`config.mk`:
```
export PLATFORM = sky130hd
export DESIGN_NAME = mult_seq_shiftadd_flat
export DESIGN_NICKNAME = d
export VERILOG_FILES = /design/src/rtl/mult_seq_shiftadd_if.sv /design/src/rtl/mult_seq_shiftadd.sv /design/src/flat_wrapper.sv
export SDC_FILE = /design/constraint.sdc
export NUM_CORES = 1
export LEC_CHECK = 0
export CORE_ASPECT_RATIO = 0.6
export CORE_MARGIN = 3
export CORE_UTILIZATION = 54
export DETAILED_ROUTE_END_ITERATION = 8
export PLACE_DENSITY_LB_ADDON = 0.08
export SLEW_MARGIN = 40
export SYNTH_ARGS = -nofsm -noshare
export SYNTH_HDL_FRONTEND = slang
export SYNTH_SLANG_ARGS = --single-unit
```
`constraint.sdc`:
```
create_clock -name clk -period 2.7 [get_ports clk]
set_input_delay 0.81 -clock clk [delete_from_list [all_inputs] [get_ports clk]]
set_output_delay 0.81 -clock clk [all_outputs]
set_load 0.02 [all_outputs]
```
`src/rtl/mult_seq_shiftadd_if.sv`:
```
// Start/ready handshake bundle for mult_seq_shiftadd.
// The tc field is present only when MULT_SEQ_SIGNED_EN is defined.
interface mult_seq_shiftadd_if #(
  parameter int NBITS = 8
);
  logic               start;
  logic [NBITS-1:0]   a_in;
  logic [NBITS-1:0]   b_in;
`ifdef MULT_SEQ_SIGNED_EN
  logic               tc;
`endif
  logic               ready;
  logic               done;
  logic [2*NBITS-1:0] z_out;

  modport master (
    output start,
    output a_in,
    output b_in,
`ifdef MULT_SEQ_SIGNED_EN
    output tc,
`endif
    input  ready,
    input  done,
    input  z_out
  );

  modport slave (
    input  start,
    input  a_in,
    input  b_in,
`ifdef MULT_SEQ_SIGNED_EN
    input  tc,
`endif
    output ready,
    output done,
    output z_out
  );
endinterface

```
`src/rtl/mult_seq_shiftadd.sv`:
```
// Sequential shift-and-add multiplier with early exit on an exhausted multiplier.
// Define MULT_SEQ_SIGNED_EN to add two's-complement operands (tc) and the NEG state.
module mult_seq_shiftadd #(
  parameter int NBITS = 8
) (
  input  logic               clk,
  input  logic               rst_b,
  mult_seq_shiftadd_if.slave bus
);
  localparam int W = 2 * NBITS;

  typedef enum logic [1:0] {
    IDLE = 2'd0,
    RUN  = 2'd1
`ifdef MULT_SEQ_SIGNED_EN
    ,
    NEG  = 2'd2
`endif
  } state_t;

  state_t           state_q, state_d;
  logic [W-1:0]     a_q, a_d;
  logic [NBITS-1:0] b_q, b_d;
  logic [W-1:0]     z_q, z_d;
  logic             done_q, done_d;
  logic [NBITS-1:0] a_mag, b_mag;
  logic [NBITS-1:0] b_shift;
`ifdef MULT_SEQ_SIGNED_EN
  logic             neg_q, neg_d;
  logic             neg_in;

  // Magnitudes; the most negative value maps onto 2^(NBITS-1), which still fits unsigned.
  always_comb begin
    a_mag  = (bus.tc && bus.a_in[NBITS-1]) ? (~bus.a_in + 1'b1) : bus.a_in;
    b_mag  = (bus.tc && bus.b_in[NBITS-1]) ? (~bus.b_in + 1'b1) : bus.b_in;
    neg_in = bus.tc & (bus.a_in[NBITS-1] ^ bus.b_in[NBITS-1]);
  end
`else
  always_comb begin
    a_mag = bus.a_in;
    b_mag = bus.b_in;
  end
`endif

  assign b_shift = b_q >> 1;

  always_comb begin
    state_d = state_q;
    a_d     = a_q;
    b_d     = b_q;
    z_d     = z_q;
    done_d  = 1'b0;
`ifdef MULT_SEQ_SIGNED_EN
    neg_d   = neg_q;
`endif
    case (state_q)
      IDLE: begin
        if (bus.start) begin
          z_d = '0;
          if ((bus.a_in == '0) || (bus.b_in == '0)) begin
            done_d = 1'b1;
          end else begin
            a_d     = {{NBITS{1'b0}}, a_mag};
            b_d     = b_mag;
            state_d = RUN;
`ifdef MULT_SEQ_SIGNED_EN
            neg_d   = neg_in;
`endif
          end
        end
      end
      RUN: begin
        if (b_q[0]) begin
          z_d = z_q + a_q;
        end
        a_d = a_q << 1;
        b_d = b_shift;
        // Leave as soon as no multiplier bits remain.
        if (b_shift == '0) begin
`ifdef MULT_SEQ_SIGNED_EN
          if (neg_q) begin
            state_d = NEG;
          end else begin
            state_d = IDLE;
            done_d  = 1'b1;
          end
`else
          state_d = IDLE;
          done_d  = 1'b1;
`endif
        end
      end
`ifdef MULT_SEQ_SIGNED_EN
      NEG: begin
        z_d     = ~z_q + 1'b1;
        state_d = IDLE;
        done_d  = 1'b1;
      end
`endif
      default: begin
        state_d = IDLE;
      end
    endcase
  end

  always_ff @(posedge clk or negedge rst_b) begin
    if (!rst_b) begin
      state_q <= IDLE;
      a_q     <= '0;
      b_q     <= '0;
      z_q     <= '0;
      done_q  <= 1'b0;
`ifdef MULT_SEQ_SIGNED_EN
      neg_q   <= 1'b0;
`endif
    end else begin
      state_q <= state_d;
      a_q     <= a_d;
      b_q     <= b_d;
      z_q     <= z_d;
      done_q  <= done_d;
`ifdef MULT_SEQ_SIGNED_EN
      neg_q   <= neg_d;
`endif
    end
  end

  assign bus.ready = (state_q == IDLE);
  assign bus.done  = done_q;
  assign bus.z_out = z_q;
endmodule
```
`src/flat_wrapper.sv`:
```
// flat-port wrapper written by rule: the top's interface ports become plain ports
module mult_seq_shiftadd_flat 
#(
  parameter int NBITS = 8
)
  (clk, rst_b, bus_start, bus_a_in, bus_b_in, bus_ready, bus_done, bus_z_out);
  mult_seq_shiftadd_if #(.NBITS(NBITS)) bus_i ();
  input  logic clk;
  input  logic rst_b;
  input wire logic [$bits(bus_i.start)-1:0] bus_start;
  input wire logic [$bits(bus_i.a_in)-1:0] bus_a_in;
  input wire logic [$bits(bus_i.b_in)-1:0] bus_b_in;
  output wire logic [$bits(bus_i.ready)-1:0] bus_ready;
  output wire logic [$bits(bus_i.done)-1:0] bus_done;
  output wire logic [$bits(bus_i.z_out)-1:0] bus_z_out;
  assign bus_i.start = bus_start;
  assign bus_i.a_in = bus_a_in;
  assign bus_i.b_in = bus_b_in;
  assign bus_ready = bus_i.ready;
  assign bus_done = bus_i.done;
  assign bus_z_out = bus_i.z_out;
  mult_seq_shiftadd #(.NBITS(NBITS)) u_core (.clk(clk), .rst_b(rst_b), .bus(bus_i));
endmodule
```
==> qor.txt <==
run status: finished, final reports clean
Hold WS: 469 ps
DR pass1 iterations: 4
post-cts sizing count: 0
core area: 4260 sq um
share of layout cells above drive strength 1: 0.0774
Max Cap Violations: 0
DR iter-0 viols: 164
Syn Inst Count: 264
Reg2Reg Capture Point: u_core.bus.z_out[12]$_DFFE_PN0P_
synthesis-stage register bit count: 42
Seq/Total Area, Yosys: 0.424
Vias/cell: 5.76
H-tree levels: 2
largest net degree at the start of global routing: 50
wire length on met3: 497 um
post-CTS setup buffers: 0
Setup Skew: 4.94 ps
peak supply drop: 479 uV
CP Launch Type: flop
Synth area leaders: dfrtp_1 42%, mux2i_1 7.7%, ha_1 7.6%
Die Y: 58.5 um
Reg2Reg Depth: 10
setup_tns: 0 ps
root buf cell: clkbuf_8
Seq. cell area: 1050 sq um
post-synth top area share: 0.424
Worst-Margin Slew: 476 ps
final core occ: 0.715
arrival time at the worst endpoint: 2700 ps
Syn Area/Cell: 9.38 sq um
CTS Buf Count: 5
Fin. Hold Viols: 0
crit path time final: 2540 ps
RSZ-0062 raised after global routing: false
clk slew on worst S/H paths: 80 ps
io pins: 37
number of inserted diodes: 0
final worst setup slack: 164 ps
routed len/inst: 16.1 um
vias in the first global route: 2088
Synth area leader: dfrtp_1
synthesized net count: 299
most common cell after layout, fill and taps aside: nand2_1
reg2reg start: u_core.a_q[0]$_DFFE_PN0P_
Peak Freq: 0.394 GHz
most frequent cells in the layout: 46 x nand2_1, 42 x dfrtp_1, 35 x clkdlybuf4s50_1
die width: 93.4 um
later-pin clock latency in the skew report: 300 ps
ys async rst share: 1.00
detailed-route via count: 2133
topmost layer with routed signal wires: met4
Hold Crit Class: input port to asynchronous set/reset pin
Die ar.: 5460 sq um
Hold Buf Count CTS: 0
Period Utilization, post-route: 0.939
Crit. End Element: flop
Final GP Congestion: 0.923
CTS tree: built
DP HPWL: 4220 um
leak pwr: 1.34 nW
FP Rows: 18
Max-slew headroom: 0.683
dpl ws: -102 ps
post-synth cell types: 43
WL final: 5940 um
Mapped Area: 2480 sq um
Nets: 344
Fillers: 316
main flop type after synthesis: dfrtp_1
initial antenna violation count: 0
post-route insts no fill: 370
Slew Limit Fails: 0
total global routing overflow: 0
cell total after placement: 362
area of the multi-input gates: 1330 sq um
CP Class: flop to flop
number of flops mapped to enable cells by yosys: 0
clk sinks: 42
# DRC: 0
clock tree buffer depth: 2
metal2 WL: 2320 um
Pwr Density: 1030 nW/um^2
Critical Path RT: 2860 ps
Reg2Reg Setup Slack: 160 ps
Final ANT Viol Nets: 0
PortBufs: 36
global-route wire length before repair: 10100 um
Area Growth Syn to Fin: 22.9%
worst-path cell chain: ha_1, inv_1, fa_1, nand2b_1, a21oi_2, o2111ai_2, buf_4, a21oi_1, mux2i_1, o311ai_0
Ys Warns: 0
CP max FO: 3
met1 wire length: 3070 um
Setup-failing EPs final: 0
Worst path max stage delay: 410 ps
Initial Utilization: 0.582
Total GRT Usage: 0.240
critical path's slowest cell: dfrtp_1
-- per-stage QoR --
stage / power [mW] / area [sq um]
after floorplan: 2.14 / 2480
after global placement: 2.64 / 2950
after detailed placement: 2.68 / 2950
after CTS: 3.13 / 3040
after global routing: 3.39 / 3040
final: 3.13 / 3040
-- where the power goes --
group | internal (mW) | switching [mW] | total [mW]
sequential | 0.866 | 0.213 | 1.08
clock | 0.206 | 0.226 | 0.432
combinational | 0.693 | 0.927 | 1.62
-- metal layers --
metal,vias up,track usage
li1,1042,-
met1,1012,0.376
met2,72,0.315
met3,7,0.0805
met4,0,0.0585
met5,-,0
-- cell usage after synthesis, drive strengths merged, types with 3 or more instances --
cell type	n
clkbuf	8
nor4	4
inv	9
o21ai	39
xnor2	3
a21boi	3
a22o	3
dfrtp	42
o211ai	3
ha	15
a21oi	17
nand2b	6
a32o	3
xor2	3
nand2	47
nor2	8
or4	3
and3	4
mux2i	19
-- how the worst max path moves through the flow --
stage	to	startpoint	slack (ps)	cells after the start
after global placement	u_core.a_q[9]$_DFFE_PN0P_	bus_b_in[5]	-9	8
after floorplan	u_core.bus.z_out[14]$_DFFE_PN0P_	u_core.bus.z_out[0]$_DFFE_PN0P_	320	9
after global routing	u_core.bus.z_out[12]$_DFFE_PN0P_	u_core.a_q[0]$_DFFE_PN0P_	0.7	10
final	u_core.bus.z_out[12]$_DFFE_PN0P_	u_core.a_q[0]$_DFFE_PN0P_	160	10
after detailed placement	u_core.a_q[9]$_DFFE_PN0P_	bus_b_in[5]	-100	8
after CTS	u_core.bus.z_out[12]$_DFFE_PN0P_	u_core.a_q[0]$_DFFE_PN0P_	210	10
-- critical path: cells and delay by family, from the launching register on --
| kind | cells | cell delay [ps] |
|---|---|---|
| compound gates | 4 | 680 |
| fa+ha+maj | 2 | 620 |
| buf+inv | 2 | 260 |
| flops | 1 | 410 |
| mux | 1 | 230 |
| simple gates | 1 | 200 |
-- cell families after synthesis --
group,after synthesis,synth area share
AND/OR/NAND/NOR,81,0.154
AO/OA/AOI/OAI,81,0.202
buffers and inverters,19,0.0384
XOR/XNOR,6,0.0212
flip-flops,42,0.424
adder cells (fa/ha/maj),16,0.0838
multiplexers,19,0.0768
-- cell type report --
class | count | area share
sequential | 42 | 0.345
clock buffer | 6 | 0.0271
inverter | 9 | 0.0111
multi-input combinational | 203 | 0.437
tap | 60 | 0.0247
timing repair buffer | 48 | 0.150
clock inverter | 2 | 0.00411
-- flip-flops by register name, indices dropped and copies added (netlist names) --
name / cells
u_core.bus.z_out: 16
u_core.a_q: 16
u_core.state_q: 1
u_core.b_q: 8
u_core.bus.done: 1
Note: power is estimated with default switching activity, not from simulation.
